==> src/rtl/delay_sched_pkg.sv <==
// Shared types and helpers for the time-shared delay counter.
package delay_sched_pkg;

    typedef enum logic [1:0] {
        IDLE = 2'd0,
        RUN  = 2'd1,
        DONE = 2'd2
    } state_t;

    // Index width for n requesters. Stays at least 1 bit so that N_REQ=1-style
    // corner cases never produce a zero-width vector.
    function automatic int id_width(input int n);
        return (n < 2) ? 1 : $clog2(n);
    endfunction

endpackage

==> src/rtl/delay_scheduler_if.sv <==
// Requester-side bundle: level requests with per-requester delays, grant/done back.
interface delay_scheduler_if
    import delay_sched_pkg::*;
#(
    parameter int N_REQ = 4,
    parameter int CNT_W = 16
);
    logic [N_REQ-1:0]           req;
    logic [N_REQ*CNT_W-1:0]     delay_cycles;
    logic [N_REQ-1:0]           grant;
    logic [N_REQ-1:0]           done;
    logic                       busy;
    logic [id_width(N_REQ)-1:0] active_id;

    modport master (
        output req, delay_cycles,
        input  grant, done, busy, active_id
    );

    modport slave (
        input  req, delay_cycles,
        output grant, done, busy, active_id
    );
endinterface

==> src/rtl/delay_scheduler_rr_arbiter.sv <==
// Combinational round-robin pick: first set req at index >= ptr, wrapping.
module rr_arbiter
    import delay_sched_pkg::*;
#(
    parameter  int N_REQ = 4,
    localparam int IW    = id_width(N_REQ)
) (
    input  logic [N_REQ-1:0] req_i,
    input  logic [IW-1:0]    ptr_i,
    output logic [N_REQ-1:0] win_o,
    output logic [IW-1:0]    win_idx_o,
    output logic             vld_o
);

    always_comb begin
        logic          found;
        logic [IW-1:0] idx;
        found     = 1'b0;
        idx       = '0;
        win_idx_o = '0;
        for (int i = 0; i < N_REQ; i++) begin
            idx = IW'((int'(ptr_i) + i) % N_REQ);
            if (!found && req_i[idx]) begin
                found     = 1'b1;
                win_idx_o = idx;
            end
        end
        vld_o = found;
        win_o = found ? (N_REQ'(1) << win_idx_o) : '0;
    end

endmodule

==> src/rtl/delay_scheduler.sv <==
// One shared down-counter handed out round-robin; owner gets a done pulse on expiry.
module delay_scheduler
    import delay_sched_pkg::*;
#(
    parameter int N_REQ = 4,
    parameter int CNT_W = 16
) (
    input  logic               clk,
    input  logic               rst,
    delay_scheduler_if.slave   bus
);

    localparam int IW = id_width(N_REQ);

    state_t             state_q, state_d;
    logic [IW-1:0]      owner_q, owner_d;
    logic [N_REQ-1:0]   own_oh_q, own_oh_d;
    logic [IW-1:0]      ptr_q, ptr_d;
    logic [CNT_W-1:0]   cnt_q, cnt_d;

    logic [N_REQ-1:0]   win;
    logic [IW-1:0]      win_idx;
    logic               win_vld;
    logic [CNT_W-1:0]   win_dly;
    logic [IW-1:0]      owner_nxt;

    rr_arbiter #(.N_REQ(N_REQ)) u_arb (
        .req_i     (bus.req),
        .ptr_i     (ptr_q),
        .win_o     (win),
        .win_idx_o (win_idx),
        .vld_o     (win_vld)
    );

    assign win_dly   = bus.delay_cycles[win_idx*CNT_W +: CNT_W];
    assign owner_nxt = (owner_q == IW'(N_REQ-1)) ? '0 : owner_q + 1'b1;

    always_ff @(posedge clk) begin
        if (rst) begin
            state_q  <= IDLE;
            owner_q  <= '0;
            own_oh_q <= '0;
            ptr_q    <= '0;
            cnt_q    <= '0;
        end else begin
            state_q  <= state_d;
            owner_q  <= owner_d;
            own_oh_q <= own_oh_d;
            ptr_q    <= ptr_d;
            cnt_q    <= cnt_d;
        end
    end

    always_comb begin
        state_d  = state_q;
        owner_d  = owner_q;
        own_oh_d = own_oh_q;
        ptr_d    = ptr_q;
        cnt_d    = cnt_q;
        case (state_q)
            IDLE: if (win_vld) begin
                state_d  = RUN;
                owner_d  = win_idx;
                own_oh_d = win;
                // A zero delay still costs one cycle, same as a delay of one.
                cnt_d    = (win_dly == '0) ? CNT_W'(1) : win_dly;
            end
            RUN: begin
                if (!bus.req[owner_q]) begin
                    state_d = IDLE;
                    cnt_d   = '0;
                    ptr_d   = owner_nxt;
                end else if (cnt_q > CNT_W'(1)) begin
                    cnt_d = cnt_q - 1'b1;
                end else begin
                    state_d = DONE;
                end
            end
            DONE: begin
                state_d = IDLE;
                ptr_d   = owner_nxt;
            end
            default: state_d = IDLE;
        endcase
    end

    // Outputs are pure functions of registered state, so done can only ever
    // appear alongside the owner's grant.
    always_comb begin
        bus.grant     = '0;
        bus.done      = '0;
        bus.busy      = 1'b0;
        bus.active_id = '0;
        if (state_q != IDLE) begin
            bus.grant     = own_oh_q;
            bus.busy      = 1'b1;
            bus.active_id = owner_q;
        end
        if (state_q == DONE) bus.done = own_oh_q;
    end

endmodule

==> src/flat_wrapper.sv <==
// flat-port wrapper written by rule: the top's interface ports become plain ports
module delay_scheduler_flat import delay_sched_pkg::*;
#(
    parameter int N_REQ = 4,
    parameter int CNT_W = 16
)
  (clk, rst, bus_req, bus_delay_cycles, bus_grant, bus_done, bus_busy, bus_active_id);
  delay_scheduler_if #(.N_REQ(N_REQ), .CNT_W(CNT_W)) bus_i ();
  input  logic clk;
  input  logic rst;
  input wire logic [$bits(bus_i.req)-1:0] bus_req;
  input wire logic [$bits(bus_i.delay_cycles)-1:0] bus_delay_cycles;
  output wire logic [$bits(bus_i.grant)-1:0] bus_grant;
  output wire logic [$bits(bus_i.done)-1:0] bus_done;
  output wire logic [$bits(bus_i.busy)-1:0] bus_busy;
  output wire logic [$bits(bus_i.active_id)-1:0] bus_active_id;
  assign bus_i.req = bus_req;
  assign bus_i.delay_cycles = bus_delay_cycles;
  assign bus_grant = bus_i.grant;
  assign bus_done = bus_i.done;
  assign bus_busy = bus_i.busy;
  assign bus_active_id = bus_i.active_id;
  delay_scheduler #(.N_REQ(N_REQ), .CNT_W(CNT_W)) u_core (.clk(clk), .rst(rst), .bus(bus_i));
endmodule
==> config.mk <==
export PLATFORM = sky130hd
export DESIGN_NAME = delay_scheduler_flat
export DESIGN_NICKNAME = d
export VERILOG_FILES = /design/src/rtl/delay_sched_pkg.sv /design/src/rtl/delay_scheduler_if.sv /design/src/rtl/delay_scheduler_rr_arbiter.sv /design/src/rtl/delay_scheduler.sv /design/src/flat_wrapper.sv
export SDC_FILE = /design/constraint.sdc
export NUM_CORES = 1
export LEC_CHECK = 0
export CAP_MARGIN = 40
export CORE_AREA = 2 2 72 74
export CTS_CLUSTER_DIAMETER = 40
export CTS_CLUSTER_SIZE = 25
export DETAILED_ROUTE_END_ITERATION = 6
export DIE_AREA = 0 0 74 76
export MAX_ROUTING_LAYER = met4
export PLACE_DENSITY = 0.8
export SYNTH_ARGS = -nofsm -noshare
export SYNTH_HDL_FRONTEND = slang
export SYNTH_SLANG_ARGS = --single-unit
==> constraint.sdc <==
create_clock -name clk -period 3.5 [get_ports clk]
set_input_delay 0.7 -clock clk [delete_from_list [all_inputs] [get_ports clk]]
set_output_delay 0.7 -clock clk [all_outputs]
set_load 0.05 [all_outputs]
==> impl_metrics.sql, run 1 <==
INSERT INTO impl_metrics (metric_group, metric, value, unit) VALUES
('outcome', 'status', 'completed', ''),
('power_and_ir_drop', 'static-leakage-power', '1.27', 'nW'),
('cts', 'cts_post_setup_buffers_inserted', '0', ''),
('setup_path', 'critical_path_peak_fanout', '34', ''),
('setup_path', 'required', '3.70', 'ns'),
('place', 'gp_congestion', '0.894', ''),
('global_route', 'number_of_global_route_vias_before_repair', '1895', ''),
('setup_path', 'timing.rr.start', 'u_core.cnt_q[8]', ''),
('timing', 'finalMaxSlewViolations', '0', ''),
('die', 'die_y_extent', '76', 'µm'),
('timing', 'worst_slew_pin_slew', '0.511', 'ns'),
('setup_path', 'timing_worst_setup_path_type', 'primary input to register', ''),
('die', 'floorplan.initialDensity', '0.436', ''),
('final_layout', 'layout-drive-gt1-share', '0.100', ''),
('cts', 'insertion_delay', '0.27', 'ns'),
('yosys', 'synth_net_count', '329', ''),
('cts', 'htree_num_levels', '1', ''),
('cts', 'clock_sink_count', '26', ''),
('detailed_routing', 'drt_iter0_markers', '80', ''),
('final_layout', 'layout.cells.most_common_list', 'sky130_fd_sc_hd__clkdlybuf4s50_1 (80), sky130_fd_sc_hd__mux2i_1 (33), sky130_fd_sc_hd__nor2_1 (31)', ''),
('global_route', 'antenna_found_initial', '0', ''),
('global_route', 'grt_max_degree', '35', ''),
('detailed_routing', 'drc', '0', ''),
('yosys', 'synth_seq_area_share', '0.243', ''),
('cts', 'cts_tree', 'yes', ''),
('timing', 'setup_tns', '0', 'ns'),
('final_layout', 'syn_to_final_growth', '42.4', '%'),
('final_layout', 'fillerInstances', '415', ''),
('setup_path', 'worst_setup_path_startpoint', 'bus_req[1]', ''),
('yosys', 'postSynthCellCount', '256', ''),
('setup_path', 'r2r.worst_path.cells', '8', ''),
('yosys', 'synth_area', '2140', 'µm²'),
('cts', 'clock-root-buffer', 'sky130_fd_sc_hd__clkbuf_8', ''),
('timing', 'finalWorstPathRequiredPeriod', '3.07', 'ns'),
('yosys', 'dominant_combinational_cell_family_by_area_after_synthesis', 'multiplexers', ''),
('min_path', 'min_path_cells', '2', ''),
('yosys', 'synth-compound-area-share', '0.204', ''),
('cts', 'path_clk_slew', '0.09', 'ns'),
('timing', 'clock_skew', '0.00240', 'ns'),
('yosys', 'yosys.area_share.xor_xnor', '0.0286', ''),
('detailed_routing', 'wirelength', '5.83', 'mm'),
('timing', 'grt_setup_unrepaired', 'no', ''),
('detailed_routing', 'post_drt_wl_per_cell', '14.6', 'µm'),
('die', 'placementRows', '26', ''),
('detailed_routing', 'drt_pre_antenna_iters', '4', ''),
('die', 'die_area', '5620', 'µm²'),
('yosys', 'synth_top_area_frac', '0.243', ''),
('place', 'io_buffer_count', '80', ''),
('timing', 'min_period_over_period', '0.877', ''),
('die', 'top_level_ports', '81', ''),
('final_layout', 'mostFrequentLayoutCell', 'sky130_fd_sc_hd__clkdlybuf4s50_1', ''),
('cts', 'cts.path.max_buffers', '2', ''),
('min_path', 'timing.hold.worst.class', 'register to register', ''),
('final_layout', 'layout.nets', '404', ''),
('setup_path', 'r2r_end', 'u_core.cnt_q[0]', ''),
('yosys', 'synth_area_per_cell', '8.36', 'µm²'),
('yosys', 'yosys.area.top_type', 'sky130_fd_sc_hd__dfxtp_1', ''),
('power_and_ir_drop', 'design_power_total', '1.08', 'mW'),
('timing', 'timing.max_slew.rel_slack', '0.658', ''),
('yosys', 'ys_seq_elements', '26', ''),
('final_layout', 'total_inserted_antenna_cells', '0', ''),
('global_route', 'grt-ovfl-total', '0', ''),
('setup_path', 'critPathArrivalTime', '3.27', 'ns'),
('setup_path', 'cp-start-kind', 'primary input', ''),
('power_and_ir_drop', 'vdd_drop_max', '0.210', 'mV'),
('die', 'fp.coreArea', '4910', 'µm²'),
('timing', 'final_number_of_hold_violating_endpoints', '0', ''),
('yosys', 'post_synth_fa_ha_maj_area_fraction', '0.0175', ''),
('min_path', 'worst_hold_path.endpoint', 'u_core.own_oh_q[0]', ''),
('global_route', 'globalRouteTotalUtil', '0.197', ''),
('detailed_routing', 'total_number_of_vias', '2173', '');
-- power breakdown --
part           switching (mW)  total (mW)  internal, mW  leakage (nW)
Combinational           0.249       0.506         0.257          1.02
Sequential             0.0407       0.374         0.333         0.214
Clock                  0.0961       0.197         0.101        0.0288
Total                   0.386        1.08         0.691          1.27
-- cells by family (layout without fill, tap and decap cells) --
group                      count (synthesis)  in the layout
and+or+nand+nor                           86             86
xor gates and xnor gates                   7              7
AOI/OAI and AO/OA                         60             60
DFF                                       26             26
adders and majority gates                  3              3
muxes                                     50             50
buffers and inverters                     24             98
-- worst max path at each step --
stage,end,cells past startpoint
final,u_core.cnt_q[0],10
after CTS,u_core.cnt_q[0],10
after global routing,u_core.cnt_q[0],10
after global placement,u_core.cnt_q[0],10
after detailed placement,u_core.cnt_q[0],10
after floorplan,u_core.cnt_q[0],9
-- cell type report --
cell class,instances,area [µm²],share of cell area
Clock buffer,4,55.1,0.0181
Timing Repair Buffer,86,862,0.283
Multi-Input combinational cell,206,1490,0.490
Inverter,8,30.0,0.00985
Tap cell,70,87.6,0.0287
Sequential cell,26,520,0.171
-- metrics by stage --
stage          instances  hold WS [ns]  setup slack (ns)  cell area, µm²   util
6_report             400         0.477             0.430            3050  0.621
5_1_grt              400         0.492             0.296            3050  0.621
4_1_cts              400         0.476             0.442            3050  0.621
3_5_place_dp         396         0.463             0.141            2990  0.610
3_3_place_gp         395         0.452             0.162            2980  0.607
2_1_floorplan        256         0.436             0.763            2140      -
-- cell usage after synthesis (all sizes together) --
master and n:
mux2i 33, nor2 31, dfxtp 26, o21ai 22, mux2 16, nand2 14, nor2b 12, nor3 11
buf 9, a22oi 8, inv 8, o221ai 8, clkbuf 7, a21oi 6, o32ai 6, xnor2 6
and2 5, nand3 4, a211oi 3, ha 3, nand4 3, or3 3, nor4 2, a211o 1
a21boi 1, a21o 1, mux4 1, o211ai 1, o21a 1, o221a 1, o31ai 1, or4 1
xor2 1
-- flip-flops by register name (all words and copies together) (netlist names) --
name	cells
u_core.own_oh_q	4
u_core.state_q	2
u_core.ptr_q	2
u_core.cnt_q	16
u_core.owner_q	2
-- metal layers --
layer / GRT usage / part of all wire / wire [µm] / vias to the layer above
met3: 0.0291 / 0.086 / 502 / 4
met2: 0.279 / 0.42 / 2440 / 83
li1: - / - / - / 1089
met4: 0.0327 / 0.0057 / 33 / 0
met1: 0.300 / 0.49 / 2850 / 997
met5: - / 0 / 0 / -
-- critical path: cells and delay by family --
family,cells,cell delay (ns)
mux,2,0.46
buf+inv,2,0.85
compound gates,3,0.55
simple gates,3,0.69
(Power assumes the default switching activity.)
==> run 2: changes to the inputs <==
Settings changed: CORE_AREA 2 2 72 74 to 2 2 69 78, CTS_CLUSTER_SIZE 25 to 10, DIE_AREA 0 0 74 76 to 0 0 71 80.
==> impl_metrics.sql, run 2 (same netlist as run 1, synthesis figures left out) <==
INSERT INTO impl_metrics (metric_group, metric, value, unit) VALUES
('flow_run', 'max_cap_viol_count', '0', ''),
('power_and_ir_drop', 'sw_pwr', '0.393', 'mW'),
('setup_path', 'critical_path_peak_fanout', '34', ''),
('final_layout', 'mostFrequentLayoutCell', 'sky130_fd_sc_hd__clkdlybuf4s50_1', ''),
('timing', 'timing.max_slew.rel_slack', '0.651', ''),
('die', 'die_y_extent', '80', 'µm'),
('power_and_ir_drop', 'vdd_drop_max', '0.228', 'mV'),
('detailed_routing', 'wirelength', '6.10', 'mm'),
('timing', 'final_number_of_hold_violating_endpoints', '0', ''),
('global_route', 'globalRouteTotalUtil', '0.220', ''),
('timing', 'min_period_over_period', '0.871', ''),
('final_layout', 'syn_to_final_growth', '42.8', '%'),
('place', 'dp_hpwl', '4.76', 'mm'),
('cts', 'insertion_delay', '0.28', 'ns'),
('power_and_ir_drop', 'cell_internal_pwr', '0.745', 'mW'),
('die', 'floorplan.initialDensity', '0.437', ''),
('cts', 'htree_num_levels', '1', ''),
('die', 'placementRows', '27', ''),
('global_route', 'grt-ovfl-total', '0', ''),
('power_and_ir_drop', 'switching_share', '0.345', ''),
('setup_path', 'critical_path.endpoint_type', 'register', ''),
('timing', 'finalHoldWorstSlack', '0.469', 'ns'),
('detailed_routing', 'drt_pre_antenna_iters', '4', ''),
('detailed_routing', 'post_route_met1_wirelength', '2.65', 'mm'),
('final_layout', 'layout-drive-gt1-share', '0.103', ''),
('setup_path', 'cp-start-kind', 'primary input', ''),
('power_and_ir_drop', 'power_frac_comb', '0.450', ''),
('timing', 'setup_tns', '0', 'ns'),
('timing', 'clock_skew', '0.00823', 'ns'),
('cts', 'clock-root-buffer', 'sky130_fd_sc_hd__clkbuf_8', ''),
('place', 'gp_congestion', '0.920', ''),
('timing', 'worst_slew_pin_slew', '0.521', 'ns'),
('detailed_routing', 'dr.max_layer_used', 'met4', ''),
('power_and_ir_drop', 'p_clk_frac', '0.221', ''),
('global_route', 'grt_max_degree', '35', ''),
('final_layout', 'largest_registers', 'u_core.cnt_q: 16 flops, u_core.own_oh_q: 4 flops', ''),
('die', 'die_area', '5680', 'µm²'),
('timing', 'clock.fmax', '328', 'MHz'),
('timing', 'finalMaxSlewViolations', '0', ''),
('timing', 'final-setup-viol-count', '0', ''),
('cts', 'path_clk_slew', '0.10', 'ns'),
('die', 'top_level_ports', '81', ''),
('final_layout', 'regMostFlops', 'u_core.cnt_q', ''),
('cts', 'total_clock_buffers_created_by_cts', '3', ''),
('timing', 'finalWorstPathRequiredPeriod', '3.05', 'ns'),
('setup_path', 'timing_worst_setup_path_type', 'primary input to register', ''),
('power_and_ir_drop', 'static-leakage-power', '1.28', 'nW'),
('final_layout', 'layout.cells.most_common_list', 'sky130_fd_sc_hd__clkdlybuf4s50_1 (80), sky130_fd_sc_hd__mux2i_1 (33), sky130_fd_sc_hd__nor2_1 (31)', ''),
('global_route', 'antenna_found_initial', '0', ''),
('cts', 'ctsHoldBuffers', '0', ''),
('cts', 'cts_tree', 'yes', ''),
('die', 'die_width', '71', 'µm'),
('detailed_routing', 'drc', '0', ''),
('global_route', 'number_of_global_route_vias_before_repair', '2161', ''),
('detailed_routing', 'post_drt_wl_per_cell', '15.7', 'µm'),
('cts', 'cts_post_setup_buffers_inserted', '0', ''),
('cts', 'post_cts_resize_count', '0', ''),
('die', 'fp.coreArea', '4900', 'µm²'),
('final_layout', 'largest_register_ff_count', '16', ''),
('detailed_routing', 'met2_wire_length', '2.72', 'mm'),
('power_and_ir_drop', 'powerDensity', '372', 'nW/µm²'),
('detailed_routing', 'drt_iter0_markers', '103', ''),
('detailed_routing', 'average_vias_per_placed_instance', '5.88', ''),
('final_layout', 'layout.nets', '405', ''),
('detailed_routing', 'met3WireLength', '586', 'µm'),
('min_path', 'timing.hold.worst.class', 'register to register', ''),
('final_layout', 'total_inserted_antenna_cells', '0', ''),
('setup_path', 'critPathArrivalTime', '3.23', 'ns'),
('power_and_ir_drop', 'power.sequential.fraction', '0.329', ''),
('timing', 'grt_setup_unrepaired', 'no', ''),
('place', 'io_buffer_count', '80', ''),
('detailed_routing', 'drtAntennaViolNets', '0', ''),
('outcome', 'status', 'completed', ''),
('cts', 'cts.path.max_buffers', '2', ''),
('cts', 'clock_sink_count', '26', ''),
('detailed_routing', 'total_number_of_vias', '2287', ''),
('global_route', 'grt_pass1_wl', '9.94', 'mm'),
('setup_path', 'required', '3.68', 'ns');
[run 2: worst paths after layout]
kind,slack [ns],endpoint,cells after the start,startpoint
max,0.45,u_core.cnt_q[0],10,bus_req[1]
max reg2reg,1.04,u_core.cnt_q[0],8,u_core.ptr_q[0]
min reg2reg,0.47,u_core.own_oh_q[0],2,u_core.own_oh_q[0]
min,0.47,u_core.own_oh_q[0],2,u_core.own_oh_q[0]
[run 2: per-layer routing]
layer  GRT usage  vias to the layer above
met1       0.270                     1041
li1            -                     1095
met5           -                        -
met4      0.0925                        0
met2       0.352                      136
met3      0.0455                       15
[run 2: final cells by class]
class	count	area, µm²
fill	399	1840
sequential	26	520
tap	58	72.6
timing repair buffer	87	870
clock buffer	3	41.3
clock inverter	1	30.0
multi-input combinational	206	1490
inverter	8	30.0
[run 2: power groups by stage]
stage	logic, mW	clock network, mW	registers (mW)
2_1_floorplan	0.354	0	0.370
3_3_place_gp	0.498	0	0.379
3_5_place_dp	0.503	0	0.380
4_1_cts	0.510	0.254	0.373
5_1_grt	0.562	0.266	0.380
6_report	0.512	0.251	0.375
[run 2: worst max-delay path: stages]
cell	delay, ns
sky130_fd_sc_hd__clkdlybuf4s50_1	0.58
sky130_fd_sc_hd__nor2b_2	0.08
sky130_fd_sc_hd__a21boi_4	0.15
sky130_fd_sc_hd__o31ai_4	0.22
sky130_fd_sc_hd__buf_12	0.27
sky130_fd_sc_hd__mux2i_1	0.25
sky130_fd_sc_hd__mux2_1	0.18
sky130_fd_sc_hd__nand4_1	0.08
sky130_fd_sc_hd__or4_1	0.52
sky130_fd_sc_hd__a211oi_1	0.20
[run 2: metrics by stage]
step | instances | power (mW) | setup WS, ns | util | instance area (µm²)
2_1_floorplan | 256 | 0.724 | 0.763 | - | 2140
6_report | 389 | 1.14 | 0.451 | 0.624 | 3060
4_1_cts | 389 | 1.14 | 0.452 | 0.624 | 3060
5_1_grt | 389 | 1.21 | 0.324 | 0.624 | 3060
3_5_place_dp | 385 | 0.883 | 0.178 | 0.610 | 2990
3_3_place_gp | 384 | 0.877 | 0.186 | 0.607 | 2980
==> run 3: changes to the inputs <==
Clock period 3.5 ns to 3.3 ns, I/O delays scaled along.
==> impl_metrics.sql, run 3 (same netlist as run 1, synthesis figures left out) <==
INSERT INTO impl_metrics (metric_group, metric, value, unit) VALUES
('outcome', 'status', 'completed', ''),
('timing', 'final-setup-viol-count', '0', ''),
('final_layout', 'largest_registers', 'u_core.cnt_q: 16 flops, u_core.own_oh_q: 4 flops', ''),
('global_route', 'number_of_global_route_vias_before_repair', '1981', ''),
('setup_path', 'timing.critical_path.cells', 'clkdlybuf4s50_1, nor2b_2, a21boi_4, o31ai_4, buf_12, mux2i_1, mux2_2, nand4_1, or4_1, a211oi_1', ''),
('global_route', 'met2_usage', '0.358', ''),
('setup_path', 'critPathBufInv', '2', ''),
('cts', 'path_clk_slew', '0.09', 'ns'),
('die', 'die_y_extent', '80', 'µm'),
('place', 'dp_hpwl', '4.99', 'mm'),
('die', 'placementRows', '27', ''),
('min_path', 'timing.hold.worst.class', 'register to register', ''),
('detailed_routing', 'drc', '0', ''),
('global_route', 'groute.layer.met1.usage', '0.296', ''),
('setup_path', 'required', '3.49', 'ns'),
('setup_path', 'timing.rr.start', 'u_core.ptr_q[0]', ''),
('setup_path', 'worst_setup_path_startpoint', 'bus_req[2]', ''),
('flow_run', 'max_cap_viol_count', '0', ''),
('detailed_routing', 'post_drt_wl_per_cell', '16.0', 'µm'),
('detailed_routing', 'average_vias_per_placed_instance', '5.79', ''),
('cts', 'insertion_delay', '0.27', 'ns'),
('setup_path', 'critical_path.endpoint_type', 'register', ''),
('cts', 'cts.path.max_buffers', '2', ''),
('timing', 'worst_slew_pin_slew', '0.508', 'ns'),
('timing', 'finalHoldWorstSlack', '0.473', 'ns'),
('die', 'die_area', '5680', 'µm²'),
('global_route', 'grt-ovfl-total', '0', ''),
('place', 'dp_cells', '387', ''),
('timing', 'setup_tns', '0', 'ns'),
('setup_path', 'critical_path_peak_fanout', '32', ''),
('timing', 'timing.max_slew.rel_slack', '0.661', ''),
('final_layout', 'layout-drive-gt1-share', '0.108', ''),
('setup_path', 'critical_path.slowest_cell', 'sky130_fd_sc_hd__or4_1', ''),
('cts', 'clock-root-buffer', 'sky130_fd_sc_hd__clkbuf_8', ''),
('detailed_routing', 'drt_pre_antenna_iters', '6', ''),
('final_layout', 'layout.cells.most_common_list', 'sky130_fd_sc_hd__clkdlybuf4s50_1 (80), sky130_fd_sc_hd__mux2i_1 (33), sky130_fd_sc_hd__nor2_1 (31)', ''),
('place', 'gp_congestion', '0.890', ''),
('final_layout', 'mostFrequentLayoutCell', 'sky130_fd_sc_hd__clkdlybuf4s50_1', ''),
('detailed_routing', 'wirelength', '6.27', 'mm'),
('final_layout', 'final_instance_count_excl_fillers', '391', ''),
('timing', 'finalWorstPathRequiredPeriod', '3.00', 'ns'),
('setup_path', 'slowest_delay', '0.51', 'ns'),
('cts', 'cts_tree', 'yes', ''),
('global_route', 'globalRouteTotalUtil', '0.226', ''),
('detailed_routing', 'total_number_of_vias', '2262', ''),
('timing', 'clock_skew', '0.00754', 'ns'),
('timing', 'final_number_of_hold_violating_endpoints', '0', ''),
('final_layout', 'layout.nets', '407', ''),
('die', 'top_level_ports', '81', ''),
('cts', 'htree_num_levels', '1', ''),
('setup_path', 'critical_path.top_delay_family', 'simple AND/OR/NAND/NOR gates', ''),
('power_and_ir_drop', 'vdd_drop_max', '0.184', 'mV'),
('cts', 'clock_sink_count', '26', ''),
('die', 'die_width', '71', 'µm'),
('timing', 'finalMaxSlewViolations', '0', ''),
('final_layout', 'largest_register_ff_count', '16', ''),
('cts', 'cts_post_setup_buffers_inserted', '0', ''),
('timing', 'clock.fmax', '333', 'MHz'),
('final_layout', 'total_inserted_antenna_cells', '0', ''),
('timing', 'min_period_over_period', '0.909', ''),
('place', 'dp_worst_setup_slack', '0.00811', 'ns'),
('setup_path', 'timing_worst_setup_path_type', 'primary input to register', ''),
('timing', 'grt_setup_unrepaired', 'no', ''),
('power_and_ir_drop', 'static-leakage-power', '1.29', 'nW'),
('global_route', 'antenna_found_initial', '0', ''),
('global_route', 'met3_usage', '0.0492', ''),
('setup_path', 'cp-start-kind', 'primary input', ''),
('power_and_ir_drop', 'powerDensity', '377', 'nW/µm²'),
('detailed_routing', 'drt_iter0_markers', '90', ''),
('global_route', 'grt_pass1_wl', '10.1', 'mm'),
('final_layout', 'syn_to_final_growth', '43.4', '%'),
('die', 'floorplan.initialDensity', '0.437', ''),
('cts', 'ctsHoldBuffers', '0', ''),
('setup_path', 'critPathArrivalTime', '3.19', 'ns'),
('cts', 'post_cts_resize_count', '0', ''),
('timing', 'worst_setup_margin', '0.300', 'ns'),
('die', 'fp.coreArea', '4900', 'µm²'),
('detailed_routing', 'drtAntennaViolNets', '0', ''),
('cts', 'total_clock_buffers_created_by_cts', '3', ''),
('min_path', 'launch_instance_of_the_worst_min_delay_path', 'u_core.own_oh_q[0]', ''),
('global_route', 'grt_max_degree', '33', ''),
('global_route', 'grt_busiest_layer', 'met2', ''),
('place', 'io_buffer_count', '80', ''),
('power_and_ir_drop', 'design_power_total', '1.16', 'mW'),
('final_layout', 'regMostFlops', 'u_core.cnt_q', '');
-- run 3: cell types whose count changed in the layout (fill, tap and decap cells not counted) --
| cell | before | now |
|---|---|---|
| sky130_fd_sc_hd__clkbuf_8 | 3 | 4 |
| sky130_fd_sc_hd__buf_4 | 5 | 6 |
| sky130_fd_sc_hd__bufinv_16 | 1 | 0 |
| sky130_fd_sc_hd__buf_12 | 1 | 2 |
-- run 3: layout make-up --
class	instances	area, µm²
Inverter	8	30.0
Sequential cell	26	520
Tap cell	58	72.6
Fill cell	416	1830
Multi-Input combinational cell	206	1490
Timing Repair Buffer	89	897
Clock buffer	4	55.1
-- run 3: final timing paths --
| kind | endpoint | slack, ns | cells after the start |
|---|---|---|---|
| max | u_core.cnt_q[0] | 0.30 | 10 |
| min | u_core.own_oh_q[0] | 0.47 | 2 |
| max reg2reg | u_core.cnt_q[0] | 0.86 | 8 |
| min reg2reg | u_core.own_oh_q[0] | 0.47 | 2 |
-- run 3: metrics by stage --
stage	utilization	area, µm²
2_1_floorplan	-	2140
3_3_place_gp	0.613	3000
3_5_place_dp	0.615	3010
4_1_cts	0.627	3070
5_1_grt	0.627	3070
6_report	0.627	3070
-- run 3: metal layers --
layer,wire length [µm],part of all wire
met3,578,0.092
met2,2920,0.47
met4,58,0.0092
met1,2720,0.43
met5,0,0
-- run 3: worst register-to-register path, cell delays in order (launching register included) --
cell and delay [ns]:
sky130_fd_sc_hd__dfxtp_1 0.45, sky130_fd_sc_hd__nor2b_2 0.10, sky130_fd_sc_hd__o31ai_4 0.29, sky130_fd_sc_hd__buf_12 0.27
sky130_fd_sc_hd__mux2i_1 0.27, sky130_fd_sc_hd__mux2_2 0.20, sky130_fd_sc_hd__nand4_1 0.08, sky130_fd_sc_hd__or4_1 0.51
sky130_fd_sc_hd__a211oi_1 0.20
-- run 3: where the power goes --
group,internal (mW),switching [mW]
clock,0.107,0.0985
sequential,0.353,0.0457
combinational,0.281,0.272
total,0.741,0.416
